<file path="src/rtl/codec_sample_source.sv">
// codec_sample_source
//   Master-mode I2S receive front end. Generates SCLK/LRCLK for the codec,
//   deserializes SDOUT into left/right words and strobes wrt_smpl once per
//   stereo frame so the sample circular buffers can take the new pair.

module codec_sample_source #(
  parameter int SCLK_DIV = 32,  // clk cycles per SCLK period, even and >= 8
  parameter int SMPL_W   = 16   // bits per channel word
) (
  input  logic              clk,
  input  logic              rst,
  input  logic              en,
  input  logic              sdout,
  output logic              sclk,
  output logic              lrclk,
  output logic [SMPL_W-1:0] lft_smpl,
  output logic [SMPL_W-1:0] rht_smpl,
  output logic              wrt_smpl
);

  localparam int FRAME_W = 2 * SMPL_W;
  localparam int CNT_W   = (SCLK_DIV > 1) ? $clog2(SCLK_DIV) : 1;
  localparam int BIT_W   = $clog2(FRAME_W);

  localparam logic [CNT_W-1:0] RISE_CNT = CNT_W'(SCLK_DIV / 2 - 1);
  localparam logic [CNT_W-1:0] FALL_CNT = CNT_W'(SCLK_DIV - 1);
  localparam logic [CNT_W-1:0] HALF_CNT = CNT_W'(SCLK_DIV / 2);
  localparam logic [BIT_W-1:0] LAST_BIT = BIT_W'(FRAME_W - 1);
  localparam logic [BIT_W-1:0] LR_BIT   = BIT_W'(SMPL_W);

  typedef enum logic [0:0] {
    WARMUP = 1'b0,
    RUN    = 1'b1
  } state_t;

  state_t               state;
  state_t               state_nxt;

  logic [CNT_W-1:0]     sclk_cnt;
  logic [CNT_W-1:0]     sclk_cnt_nxt;
  logic [BIT_W-1:0]     bit_cnt;
  logic [BIT_W-1:0]     bit_cnt_nxt;
  logic                 sdout_s1;
  logic                 sdout_s2;
  logic [FRAME_W-1:0]   shift_reg;
  logic [FRAME_W-1:0]   shift_nxt;
  logic                 started;
  logic                 rise_evt;
  logic                 fall_evt;
  logic                 frame_done;
  logic                 strobe_nxt;
  logic                 stopped;

  assign stopped  = rst | ~en;
  assign rise_evt = (sclk_cnt == RISE_CNT);
  assign fall_evt = (sclk_cnt == FALL_CNT);

  // The bit_cnt==0 rise at the very start of a run precedes any frame, so a
  // completion is only recognised once at least one SCLK fall has occurred.
  assign frame_done = rise_evt && (bit_cnt == '0) && started;

  // Next-state values for the bit clock counters and the capture shifter.
  always_comb begin
    sclk_cnt_nxt = sclk_cnt + 1'b1;
    bit_cnt_nxt  = bit_cnt;
    shift_nxt    = shift_reg;
    if (fall_evt) begin
      sclk_cnt_nxt = '0;
      if (bit_cnt == LAST_BIT) begin
        bit_cnt_nxt = '0;
      end else begin
        bit_cnt_nxt = bit_cnt + 1'b1;
      end
    end
    if (rise_evt) begin
      shift_nxt = {shift_reg[FRAME_W-2:0], sdout_s2};
    end
  end

  // FSM state register; stop or reset always returns to warm-up.
  always_ff @(posedge clk) begin
    if (stopped) begin
      state <= WARMUP;
    end else begin
      state <= state_nxt;
    end
  end

  // FSM next state and strobe request: the first completion only arms RUN.
  always_comb begin
    state_nxt  = state;
    strobe_nxt = 1'b0;
    if (frame_done) begin
      case (state)
        WARMUP:  state_nxt = RUN;
        RUN:     strobe_nxt = 1'b1;
        default: state_nxt = WARMUP;
      endcase
    end
  end

  // Bit clock generation, input synchronisation and serial capture.
  always_ff @(posedge clk) begin
    if (stopped) begin
      sclk_cnt  <= '0;
      bit_cnt   <= '0;
      sclk      <= 1'b0;
      lrclk     <= 1'b0;
      sdout_s1  <= 1'b0;
      sdout_s2  <= 1'b0;
      shift_reg <= '0;
      started   <= 1'b0;
      wrt_smpl  <= 1'b0;
    end else begin
      sclk_cnt  <= sclk_cnt_nxt;
      bit_cnt   <= bit_cnt_nxt;
      // Registered from the next count so sclk/lrclk track the counters
      // without an extra cycle of skew.
      sclk      <= (sclk_cnt_nxt >= HALF_CNT);
      lrclk     <= (bit_cnt_nxt >= LR_BIT);
      sdout_s1  <= sdout;
      sdout_s2  <= sdout_s1;
      shift_reg <= shift_nxt;
      started   <= started | fall_evt;
      wrt_smpl  <= strobe_nxt;
    end
  end

  // Sample output registers; they survive en=0 and only clear on rst.
  always_ff @(posedge clk) begin
    if (rst) begin
      lft_smpl <= '0;
      rht_smpl <= '0;
    end else if (en && strobe_nxt) begin
      lft_smpl <= shift_nxt[FRAME_W-1:SMPL_W];
      rht_smpl <= shift_nxt[SMPL_W-1:0];
    end
  end

endmodule

</file>
<file path="config.mk">
export PLATFORM = sky130hd
export DESIGN_NAME = codec_sample_source
export DESIGN_NICKNAME = d
export VERILOG_FILES = /design/src/rtl/codec_sample_source.sv
export SDC_FILE = /design/constraint.sdc
export NUM_CORES = 1
export LEC_CHECK = 0
export CAP_MARGIN = 10
export CORE_ASPECT_RATIO = 1.25
export CORE_MARGIN = 4
export CORE_UTILIZATION = 54
export CTS_CLUSTER_SIZE = 24
export DETAILED_ROUTE_END_ITERATION = 6
export GPL_ROUTABILITY_DRIVEN = 1
export GPL_TIMING_DRIVEN = 1
export PLACE_DENSITY = 0.78
export SLEW_MARGIN = 20
export SYNTH_ARGS = -nofsm -noshare
export SYNTH_HDL_FRONTEND = slang
export SYNTH_SLANG_ARGS = --single-unit
</file>
<file path="constraint.sdc">
create_clock -name clk -period 2.7 [get_ports clk]
set_input_delay 0.54 -clock clk [delete_from_list [all_inputs] [get_ports clk]]
set_output_delay 0.54 -clock clk [all_outputs]
set_load 0.01 [all_outputs]
</file>
# Yosys cells after proc, flatten, opt, wreduce, memory -nomap -nowiden
# Cells that the tools add are included.
# classes
n_reduce_logical,4
magnitude_cmp,2
muxes,6
addsub,2
bitwise_logic,3
n_eq_ne,3
# op_table
op,count
$mux W32,1
$mux W5,3
$add A5 B1 Y5 const B,2
$eq A5 B5 Y1 const B,2
$ge A5 B5 Y1 const B,2
$eq A5 B4 Y1 const B,1
$logic_not A5 Y1,1
$logic_and A1 B1 Y1,3
$mux W1,2
$or A1 B1 Y1,2
$not A1 Y1,1
# word_totals
regBits,81
in_bits,4
wordCells,32
out_inout_bits,35

# Depth between registers and ports, before layout
# Gate-level depths: netlist of run 1.
# depth
word_depth,5
depth_mapped,9
depth_no_buf,6

# Worst setup path after synthesis of run 1
# OpenSTA, ideal clock, no wires.
# synth_path
path_kind,reg-to-reg
start,reg sclk_cnt[0]
end,reg rht_smpl[0]
n_path_buf,3
synth_period_minus_slack_ns,2.210
setup_ns,0.070
slack_ns,0.490
path_stages_with_launch,10
required_time_ns,2.630
arrival_time_ns,2.139
cell_sequence,dfxtp_1 > ha_1 > and3_1 > ha_1 > buf_4 > or4b_1 > buf_4 > buf_6 > or3_1 > a21oi_1
# synth_via
elab_chain_cells,5
word_cells_on_any_way,6
cone_classes,1 x eq/ne; 2 x mux; 3 x reduce/logical
# synth_rtl
item,line,rtl
from (decl),39,logic [CNT_W-1:0] sclk_cnt;
from (signal assigned),115,sclk_cnt <= sclk_cnt_nxt;
$eq A5 B4 Y1 *,55,assign rise_evt = (sclk_cnt == RISE_CNT);
$logic_and A1 B1 Y1 (2 in a row),60,assign frame_done = rise_evt && (bit_cnt == '0) && started;
$mux W1,93,if (frame_done) begin
$logic_and A1 B1 Y1,134,end else if (en && strobe_nxt) begin
to (signal assigned),136,rht_smpl <= shift_nxt[SMPL_W-1:0];
to (decl),17,"output logic [SMPL_W-1:0] rht_smpl,"
# Mark *: on every way between the ends. The rest lies on a longest branch, timed or not.
# A chain may end at the register's enable or synchronous reset.

# Final worst setup path of run 1
# layout_path
start,reg sclk_cnt[0]
end,reg lft_smpl[8]
# layout_via
elab_chain_cells,5
word_cells_on_any_way,6
cone_classes,1 x eq/ne; 2 x mux; 3 x reduce/logical
# layout_rtl
item,line,rtl
$eq A5 B4 Y1 *,55,
$logic_and A1 B1 Y1 (2 in a row),60,
$mux W1,93,
$logic_and A1 B1 Y1,134,
to (signal assigned),135,lft_smpl <= shift_nxt[FRAME_W-1:SMPL_W];
to (decl),16,"output logic [SMPL_W-1:0] lft_smpl,"
# Marks and branches as above.

==> flow_summary.json, run 1 <==
{
  "status": "complete, no violations",
  "grt_pass1_wl_um": 9180,
  "cts_buffer_depth": 2,
  "synth_nets": 325,
  "fin_skew_ns": 0.00474,
  "drtAntennaViolNets": 0,
  "largest_reg_flops": 32,
  "cts_sinks": 79,
  "cts_hold_buf": 0,
  "start_util_pct": 55.4,
  "dp_hpwl_um": 3530,
  "synth.distinct_cells": 29,
  "grt.total_usage_pct": 17.2,
  "hold_class": "reg -> reg",
  "critPathLaunchType": "flip-flop",
  "cap_violations": 0,
  "pwr-share-comb_pct": 1.5,
  "report.final.slew_viol_count": 0,
  "crit_arrival_ns": 2.54,
  "cp.required_ns": 2.97,
  "power.internal_mw": 1.55,
  "rsz0062_at_grt": "false",
  "power.density_nw_per_um2": 552,
  "syn_to_final_growth_pct": 18.9,
  "yosysTopAreaCell": "dfxtp_1",
  "drc": 0,
  "vias": 2209,
  "place_area_um2": 3380,
  "clock_latency_ns": 0.34,
  "layout-drive-gt1-share_pct": 6.32,
  "path_class": "reg -> reg",
  "setup_viol": 0,
  "via_per_inst": 5.36,
  "dieHeight_um": 91.2,
  "p_leak_nw": 1.14,
  "synth_seq_cells": 79,
  "clock.fmax_mhz": 441,
  "power.total_mw": 1.96,
  "ios": 39,
  "synth_area_leaders": "dfxtp_1 53%, mux2i_1 11%, or3_1 6.7%, a21oi_1 6.0%, nor2_1 4.9%",
  "p_switching_mw": 0.411,
  "die_w_um": 74.6,
  "final_common_cell": "dfxtp_1",
  "ir_worst_vdd_uv": 389,
  "antenna_found_initial": 0,
  "diodes": 0,
  "setup_ws_ns": 0.434,
  "synthCells": 315,
  "final.period_utilization_pct": 83.9,
  "end_kind": "flip-flop",
  "cts.repair.resized": 0,
  "worst_pin_slew_ns": 0.519,
  "fin_nets": 353,
  "cts_tree": "built",
  "setup-tns-final_ns": 0,
  "drt-initial-drc-count": 138,
  "grt_max_degree": 66,
  "wl_um": 5400,
  "cts_root_buffer": "clkbuf_8",
  "numCtsBuffers": 9,
  "h-tree-depth": 3,
  "netlist_area_um2": 2990,
  "max_slew_margin_pct": 65.4,
  "core_area_um2": 5410,
  "std_cell_rows": 30,
  "final_cell_mix": "79 x dfxtp_1, 39 x nor2_1, 38 x clkdlybuf4s50_1",
  "clk_pin_slew_ns": 0.07,
  "worstPathBufferInverterCount": 1,
  "critical-path-max-stage-delay_ns": 0.43,
  "hold_viol_final": 0,
  "drt_pass1_iterations": 4,
  "reg2reg_from": "sclk_cnt[0]",
  "hold_path.startpoint": "sclk_cnt[0]",
  "routedWlPerCell_um": 13.1,
  "pre_cts_ws_ns": 0.437,
  "fin_area_um2": 3560,
  "synthArstFlopShare_pct": 0,
  "finalCriticalPeriod_ns": 2.27,
  "cp_cell_sequence": "ha_1 -> and3_1 -> ha_2 -> or4b_1 -> buf_4 -> or3_1 -> a21oi_1",
  "yosysTopAreaCellShare_pct": 52.8,
  "critical-path-top-delay-family": "simple AND/OR/NAND/NOR gates",
  "synth_enable_flop_cells": 0,
  "crit_start": "sclk_cnt[0]",
  "postCtsSetupBuffers": 0,
  "clockPowerShare_pct": 39.1,
  "slowest_stage": "or3_1",
  "synth_flop_cell": "dfxtp_1",
  "seq_area_frac_synth_pct": 52.8,
  "p_sw_share_pct": 20.9,
  "grt_pass1_vias": 2126,
  "syn_avg_cell_area_um2": 9.50,
  "crit_fanout": 65,
  "power_frac_seq_pct": 59.5,
  "gp_congestion": 0.746,
  "yosysWarnings": 0,
  "port-buffer-count": 38,
  "grt-ovfl-total": 0,
  "fp.dieArea_um2": 6800
}
synthesized netlist by cell type (all sizes together) (2+ instances only):
master,count
ha,6
nor2,39
buf,5
mux2i,33
or3,32
and2,3
inv,4
nor3,3
clkbuf,22
dfxtp,79
and3,3
a21oi,36
nand3,2
o21ai,34
nand2,2
path summary, 6_finish.rpt:
check | to | slack, ns | cells past startpoint
max | lft_smpl[8] | 0.43 | 7
min | sclk_cnt[0] | 0.46 | 1
max reg2reg | lft_smpl[8] | 0.43 | 7
min reg2reg | sclk_cnt[0] | 0.46 | 1
worst register-to-register path: cells and delay by family, from the launching register on:
kind	cells	cell delay [ns]
fa+ha+maj	2	0.36
buf+inv	1	0.30
flops	1	0.35
compound gates	1	0.13
simple gates	3	1.05
stage by stage:
stage          util (%)  instances  hold WS, ns
5_1_grt            65.8        412        0.476
3_5_place_dp       62.6        396        0.441
2_1_floorplan         -        315        0.406
3_3_place_gp       62.6        396        0.431
4_1_cts            65.8        412        0.457
6_report           65.8        412        0.456
power by group through the flow:
stage | sequential, mW | combinational [mW] | clock (mW)
floorplan | 1.19 | 0.0184 | 0
global placement | 1.19 | 0.0297 | 0
detailed placement | 1.19 | 0.0296 | 0
CTS | 1.17 | 0.0298 | 0.787
global route | 1.17 | 0.0322 | 0.841
finish | 1.17 | 0.0294 | 0.767
cell families (layout without fill, tap and decap cells):
logic type,count (synthesis),in the layout,synth area share [%]
buffers and inverters,31,64,4.89
multiplexers,33,33,11.0
adder cells (fa/ha/maj),6,6,2.51
flip-flops,79,79,52.8
AND/OR/NAND/NOR,92,92,16.0
XOR/XNOR,2,2,0.585
AO/OA/AOI/OAI,72,72,12.2
metal layers:
metal | up-vias | global-route usage [%] | routed length, um
met5 | - | 0 | 0
met4 | 0 | 8.90 | 123
met3 | 11 | 3.65 | 182
met2 | 31 | 28.3 | 2690
met1 | 1023 | 20.5 | 2410
li1 | 1144 | - | -
area by class of cell:
type	instances	area [um2]
multi-input combinational	205	1270
clock buffer	12	155
clock inverter	4	20.0
timing repair buffer	44	438
inverter	4	15.0
fill	471	1850
sequential	79	1580
tap	64	80.1
Power figures use the tool's default switching activity.
==> inputs of run 2 (changes only) <==
==> constraint.sdc (replaced) <==
create_clock -name clk -period 2.1 [get_ports clk]
set_input_delay 0.42 -clock clk [delete_from_list [all_inputs] [get_ports clk]]
set_output_delay 0.42 -clock clk [all_outputs]
set_load 0.01 [all_outputs]
==> run 2 against run 1 <==
Compared with the run above:
- die area is the same
- wire length increased by 15%
- register-to-register slack worse by 0.35 ns
- non-clock buffer count rose by 7
- sequential share of layout area down 2.1 points
- total power increased by 38%
- critical path depth decreased by 1
- largest power group unchanged
==> flow_summary.json, run 2 (same netlist as run 1, synthesis figures left out) <==
{
  "status": "complete, no violations",
  "diodes": 0,
  "grtUsageMet1_pct": 24.3,
  "max_slew_margin_pct": 74.4,
  "hold_viol_final": 0,
  "crit_fanout": 14,
  "cts_tree": "built",
  "grtUsageMet3_pct": 3.43,
  "worst_pin_slew_ns": 0.384,
  "dp_cells": 403,
  "dp_hpwl_um": 3670,
  "layout-drive-gt1-share_pct": 10.6,
  "fin_skew_ns": 0.00716,
  "vias": 2340,
  "dieHeight_um": 91.2,
  "final_cell_mix": "77 x dfxtp_1, 39 x nor2_1, 38 x clkdlybuf4s50_1",
  "final.period_utilization_pct": 96.2,
  "cap_violations": 0,
  "drt-initial-drc-count": 170,
  "antenna_found_initial": 0,
  "via_per_inst": 5.55,
  "critPathLaunchType": "flip-flop",
  "ios": 39,
  "grt.total_usage_pct": 19.0,
  "power.density_nw_per_um2": 724,
  "end_kind": "flip-flop",
  "use_met2_pct": 30.2,
  "clk_pin_slew_ns": 0.07,
  "hold_class": "reg -> reg",
  "grt_pass1_vias": 2237,
  "final_common_cell": "dfxtp_1",
  "grt-busiest-layer": "met2",
  "core_area_um2": 5410,
  "path_class": "reg -> reg",
  "fp.dieArea_um2": 6800,
  "port-buffer-count": 38,
  "syn_to_final_growth_pct": 25.1,
  "largest_reg_flops": 32,
  "cts_root_buffer": "clkbuf_8",
  "finalCriticalPeriod_ns": 2.02,
  "clock_latency_ns": 0.35,
  "reg2reg_slack_ns": 0.08,
  "start_util_pct": 55.4,
  "hold_path.startpoint": "sdout_s1",
  "grt_max_degree": 45,
  "wl_um": 6230,
  "crit_arrival_ns": 2.30,
  "reg2reg_depth": 6,
  "cp.required_ns": 2.38,
  "fin_nets": 363,
  "drc": 0,
  "routedWlPerCell_um": 14.8,
  "numCtsBuffers": 9,
  "pre_cts_ws_ns": -0.0305,
  "grt-ovfl-total": 0,
  "h-tree-depth": 3,
  "hold_depth": 1,
  "clock.fmax_mhz": 495,
  "holdPathEnd": "sdout_s2",
  "r2r_end": "rht_smpl[4]",
  "drtAntennaViolNets": 0,
  "drt_pass1_iterations": 5,
  "ir_worst_vdd_uv": 513,
  "die_w_um": 74.6,
  "setup_viol": 0,
  "grt_pass1_wl_um": 10200,
  "reg2reg_from": "sclk_cnt[0]",
  "setup_ws_ns": 0.0794,
  "cts_sinks": 79,
  "gp_congestion": 0.780,
  "report.final.slew_viol_count": 0,
  "fin_cells": 422,
  "setup-tns-final_ns": 0,
  "p_leak_nw": 1.20,
  "cts_buffer_depth": 2,
  "std_cell_rows": 30,
  "final.fill_count": 413
}
run 2: worst max path at each step:
stage | start | endpoint | slack [ns] | cells past startpoint
2_1_floorplan | sclk_cnt[0] | lft_smpl[10] | 0.01 | 9
3_3_place_gp | sclk_cnt[0] | rht_smpl[5] | 0.02 | 6
3_5_place_dp | sclk_cnt[1] | rht_smpl[4] | -0.03 | 6
4_1_cts | sclk_cnt[1] | rht_smpl[2] | 0.04 | 6
5_1_grt | sclk_cnt[1] | rht_smpl[4] | -0.005 | 6
6_report | sclk_cnt[0] | rht_smpl[4] | 0.08 | 6
run 2: worst max-delay path, stage by stage (launching register included):
cell and delay (ns):
dfxtp_2 0.36, ha_4 0.13, and3_4 0.20, ha_4 0.17, or4b_4 0.57, or3_1 0.41, a21oi_2 0.12
run 2: stage by stage:
step | utilization (%) | total power [mW] | hold WS (ns) | instance area (um2)
after floorplan | - | 1.56 | 0.406 | 3040
after global routing | 69.3 | 2.80 | 0.459 | 3740
final | 69.3 | 2.71 | 0.431 | 3740
after CTS | 68.5 | 2.72 | 0.433 | 3700
after detailed placement | 64.4 | 1.58 | 0.416 | 3480
after global placement | 64.4 | 1.58 | 0.411 | 3480
run 2: where the power goes:
part	total, mW	internal [mW]	switching (mW)
Clock	1.17	0.648	0.517
Combinational	0.0421	0.0143	0.0278
Sequential	1.50	1.50	0.00220
Total	2.71	2.16	0.547
run 2: per-layer routing:
layer,wire (um),vias up
li1,-,1170
met1,2860,1105
met2,2980,52
met3,246,13
met4,136,0
met5,0,-
run 2: area by class of cell:
class                      count  area, um2  area share, %
timing repair buffer          51        507           13.5
clock inverter                 2       37.5           1.00
inverter                       4       15.0          0.401
tap                           64       80.1           2.14
clock buffer                  14        173           4.61
sequential                    79       1580           42.3
multi-input combinational    208       1350           36.0
run 2: repair_timing:
action,in CTS,in global routing
pin swaps,0,1
gates resized for setup,1,5
setup buffers,0,0
setup endpoints to repair,32,21
hold buffers,0,0
cloned,1,2
==> RTL change 1 (settings of run 1) <==
The parameter `SMPL_W` goes from 16 to 8.
--- a/src/rtl/codec_sample_source.sv
+++ b/src/rtl/codec_sample_source.sv
@@ -7,3 +7,3 @@
   parameter int SCLK_DIV = 32,  // clk cycles per SCLK period, even and >= 8
-  parameter int SMPL_W   = 16   // bits per channel word
+  parameter int SMPL_W   = 8   // bits per channel word
 ) (
Interface: changed (resized lft_smpl and rht_smpl); port bits go from 39 to 23. No check against the original RTL was run, so the function may have changed too.
==> RTL change 1 against run 1 <==
  * Synthesized cell count decreased by 40%
  * First-iteration DRC count decreased by 69%
  * Routed wire length decreased by 42%
  * Sequential share of layout area increased by 0.38 points
  * Worst hold slack got worse by 43 ps
  * Count of clock-buffer cells in the layout decreased by 5
  * Sequential cell count decreased by 32
  * Combinational power decreased by 25%
  * Synthesized area decreased by 40%
  * Power decreased by 43%
  * Worst setup slack improved by 200 ps
  * Non-clock buffer count decreased by 17
  * Cell area decreased by 41%
  * Critical endpoint is now rht_smpl[6]
==> RTL change 1: results (changes against run 1) <==
[run_status]
status=finished, final reports clean

[final_layout]
final_cells=247  ; -40%
nClkBuffers=7  ; -5
final.signal_buffer_count=27  ; -39%
clkCellAreaFrac_pct=3.876  ; -1.0 points
nNonClkInverters=6  ; +2
fillers=263  ; -44%
seq_area_sq_um=940.9  ; -41%
nMultiInputCombCells=122  ; -40%

[synth]
syn-num-nets=198  ; -39%
synth_area_leaders=dfxtp_1 (53%), mux2i_1 (9.5%), nor2_1 (5.5%), a21oi_1 (5.3%), or3_1 (5.2%)
synthesis.instances=189  ; -40%
netlist_top_cells_count=dfxtp_1 (47), nor2_1 (26), a21oi_1 (19)
ys_seq_area_share_pct=52.59  ; -0.26 points
synth_seq_cells=47  ; -41%

[global_route]
grt_max_degree=33  ; -50%
grt_pass1_vias=1200  ; -44%
grt_use_met1_pct=19.71  ; -0.83 points
track_usage_pct=16.10  ; -1.1 points

[drt]
dr_wl_met2_um=1509  ; -44%
viasPerCell=5.308  ; -1.0%
met1_length_um=1443  ; -40%
wl_met3_um=136  ; -25%
drt_iter0_markers=43  ; -69%

[sta]
skew_ps=5.391  ; +0.6507 ps
tightest_slew_ps=344.0  ; -175.0 ps
timing.hold.ws_ps=413.6  ; -42.83 ps

[pwr]
vdd_ir_drop_max_uv=321.1  ; -18%
seq_power_share_pct=62.4  ; +2.9 points
comb-power_uw=22.1  ; -25%
cellPowerDensity_nw_per_um2=531.2  ; -3.8%

[placed_design]
pre_cts_ws_ps=646.5  ; +209.3 ps
dp_hpwl_um=2226  ; -37%
dpl_cell_area_sq_um=2017  ; -40%
io_buffers=22  ; -42%
placed_cells=239  ; -40%
routabilityCongestion=0.7606  ; +2.0%

[setup_path]
critPathSlowestCell=or4_1
critPathArrivalTime_ps=2310  ; -230 ps
max_stage_delay_ps=530  ; +100 ps
rrSetupSlack_ps=630  ; +200 ps

[clock_tree]
clock_latency_ps=300  ; -40 ps

==> RTL change 1: cell types whose count changed after synthesis, sizes merged, moves of 2 or more <==
cell    change
and3        -2
nor2       -13
a21oi      -17
mux2i      -16
inv         +2
and2        -3
or3        -17
o21ai      -17
clkbuf     -12
dfxtp      -32
==> RTL change 1: logic make-up (layout without fill, tap and decap cells) <==
| family | count (synthesis) | in the layout | share of synthesized area, % |
|---|---|---|---|
| buffers and inverters | 20 | 41 | 5.524 |
| muxes | 17 | 17 | 9.510 |
| and+or+nand+nor | 60 | 60 | 16.99 |
| AOI/OAI and AO/OA | 37 | 37 | 10.42 |
| DFF | 47 | 47 | 52.59 |
| xor gates and xnor gates | 3 | 3 | 1.469 |
| adders and majority gates | 5 | 5 | 3.497 |
==> RTL change 1: final timing paths <==
check,startpoint,endpoint,cells past startpoint
worst max register to register,sclk_cnt[0],rht_smpl[6],6
worst min-delay path,sdout_s1,sdout_s2,2
worst max-delay path,sclk_cnt[0],rht_smpl[6],6
worst min register to register,sdout_s1,sdout_s2,2
==> RTL change 2 (config.mk and constraints of run 1) <==
Without the edit above. Make the reset (`rst`) asynchronous in one clocked block.
--- a/src/rtl/codec_sample_source.sv
+++ b/src/rtl/codec_sample_source.sv
@@ -129,3 +129,3 @@
   // Sample output registers; they survive en=0 and only clear on rst.
-  always_ff @(posedge clk) begin
+  always_ff @(posedge clk or posedge rst) begin
     if (rst) begin
Behaviour: same outputs for any inputs over 10 cycles, from zero or initial values and one cycle with rst high; that may be too few to reach the edited logic, so the function may still have changed.
==> RTL change 2 against run 1 <==
  * Synthesized cell count is 22% lower
  * Synthesized area increased by 2.3%
  * Fmax increased by 2.1%
  * Count of clock-buffer cells in the layout rose by 4
  * Power grew 3.2%
  * Combinational power fell by 2%
  * Routed wire length fell by 7.0%
  * Worst setup slack improved by 47 ps
  * Sequential cell count stayed put
  * Cell area increased by 3.3%
  * Critical endpoint is now rht_smpl[6]
  * Largest cell class unchanged
==> RTL change 2: results (changes against run 1) <==
[drt]
wl_met3_um=192  ; +5.5%
dr.pass1.iters=2  ; -2
met1_length_um=2289  ; -5.1%
dr_wl_met2_um=2422  ; -9.9%
drt_iter0_markers=59  ; -57%
wirelength_um=5024  ; -7.0%
vias=1809  ; -18%

[setup_path]
cp_top_family=buffers and inverters
rrSetupSlack_ps=480  ; +50 ps
r2r-end=rht_smpl[6]
critPathSlowestCell=dfxtp_1
critPathArrivalTime_ps=2470  ; -70 ps
crit_path_max_fanout=25  ; -62%
rr_worst_depth=8  ; +1
max_stage_delay_ps=360  ; -70 ps

[sta]
tightest_slew_ps=657.5  ; +138.5 ps
timing.hold.ws_ps=425.0  ; -31.40 ps
skew_ps=10.81  ; +6.066 ps

[clock_tree]
cts_buffer_depth=2  ; unchanged
cts-buffers-inserted=9  ; unchanged
htree_num_levels=3  ; unchanged
ctsRootBufferMaster=clkbuf_8

[placed_design]
io_buffers=38  ; unchanged
dp_hpwl_um=3267  ; -7.5%
routabilityCongestion=0.6759  ; -9.4%

[global_route]
use_met3_pct=4.605  ; +0.95 points
grt_use_met2_pct=27.67  ; -0.63 points
grt_pass1_wl_um=9087  ; -0.98%
grt_max_degree=33  ; -50%
grt_use_met1_pct=20.62  ; +0.080 points
grt_pass1_vias=2027  ; -4.7%
track_usage_pct=17.37  ; +0.15 points
antenna_found_initial=0  ; unchanged

[pwr]
leakagePower_nw=1.597  ; +40%
vdd_ir_drop_max_uv=348.5  ; -10%
switching_share_pct=20.14  ; -0.77 points

[synth]
synth_xor_area_share_pct=0.5721  ; -0.013 points
netlist_top_cells_count=dfxtp_1 (47), mux2_2 (43), dfrtp_1 (32)
muxShareOfSynthArea_pct=23.46  ; +12 points
syn-num-nets=256  ; -21%
ys_seq_area_share_pct=56.89  ; +4.0 points
yosysWarnings=0  ; unchanged
synth_area_leaders=dfxtp_1 (31%), dfrtp_1 (26%), mux2_2 (16%), mux2i_1 (6.5%), and2_1 (5.3%)
ys_async_sr_fraction_pct=40.51  ; +41 points
synth.distinct_cells=30  ; +3.4%
synth_compound_area_share_pct=1.267  ; -11 points
synth_fa_ha_area_share_pct=2.452  ; -0.056 points

[final_layout]
drive_above_1_share_pct=21.50  ; +15 points
finalNetCount=298  ; -16%

[run_status]
status=finished, final reports clean

[min_path]
min-delay-start=sdout_s1
hold_end=sdout_s2

==> RTL change 2: kinds of logic after synthesis <==
family	Yosys count
AOI/OAI and AO/OA	7
xor gates and xnor gates	2
adders and majority gates	6
buffers and inverters	26
DFF	79
muxes	66
and+or+nand+nor	60
==> RTL change 2: how the worst max path moves through the flow <==
stage | startpoint | endpoint | slack [ps] | depth (start not counted)
detailed placement | sclk_cnt[0] | rht_smpl[6] | 510 | 8
CTS | sclk_cnt[0] | rht_smpl[6] | 460 | 8
global placement | en | rht_smpl[3] | 590 | 6
global route | sclk_cnt[0] | rht_smpl[8] | 320 | 8
floorplan | sclk_cnt[0] | rht_smpl[10] | 660 | 8
finish | sclk_cnt[0] | rht_smpl[6] | 480 | 8
==> RTL change 2: metrics by stage <==
step	cells	utilization [%]	instance area, sq um	power (mW)	setup WS [ps]
floorplan	246	-	3062	1.217	660.9
global route	357	67.03	3674	2.112	321.9
finish	357	67.03	3674	2.027	481.2
global placement	341	63.56	3483	1.230	585.3
detailed placement	341	63.56	3483	1.231	509.8
CTS	357	67.03	3674	2.056	461.4
==> RTL change 2: power groups by stage <==
stage / logic (mW) / clock network (mW) / registers (mW)
final: 0.0289 / 0.823 / 1.18
after detailed placement: 0.0301 / 0 / 1.20
after CTS: 0.0300 / 0.851 / 1.17
after global routing: 0.0332 / 0.904 / 1.17
after global placement: 0.0293 / 0 / 1.20
after floorplan: 0.0169 / 0 / 1.20
==> RTL change 2: cell type report <==
type | count | area, sq um
clock buffers | 16 | 190.2
fillers | 421 | 1807
inverters | 14 | 52.55
multi-input cells | 141 | 1191
flip-flops and latches | 79 | 1742
well taps | 64 | 80.08
repair buffers | 43 | 417.9
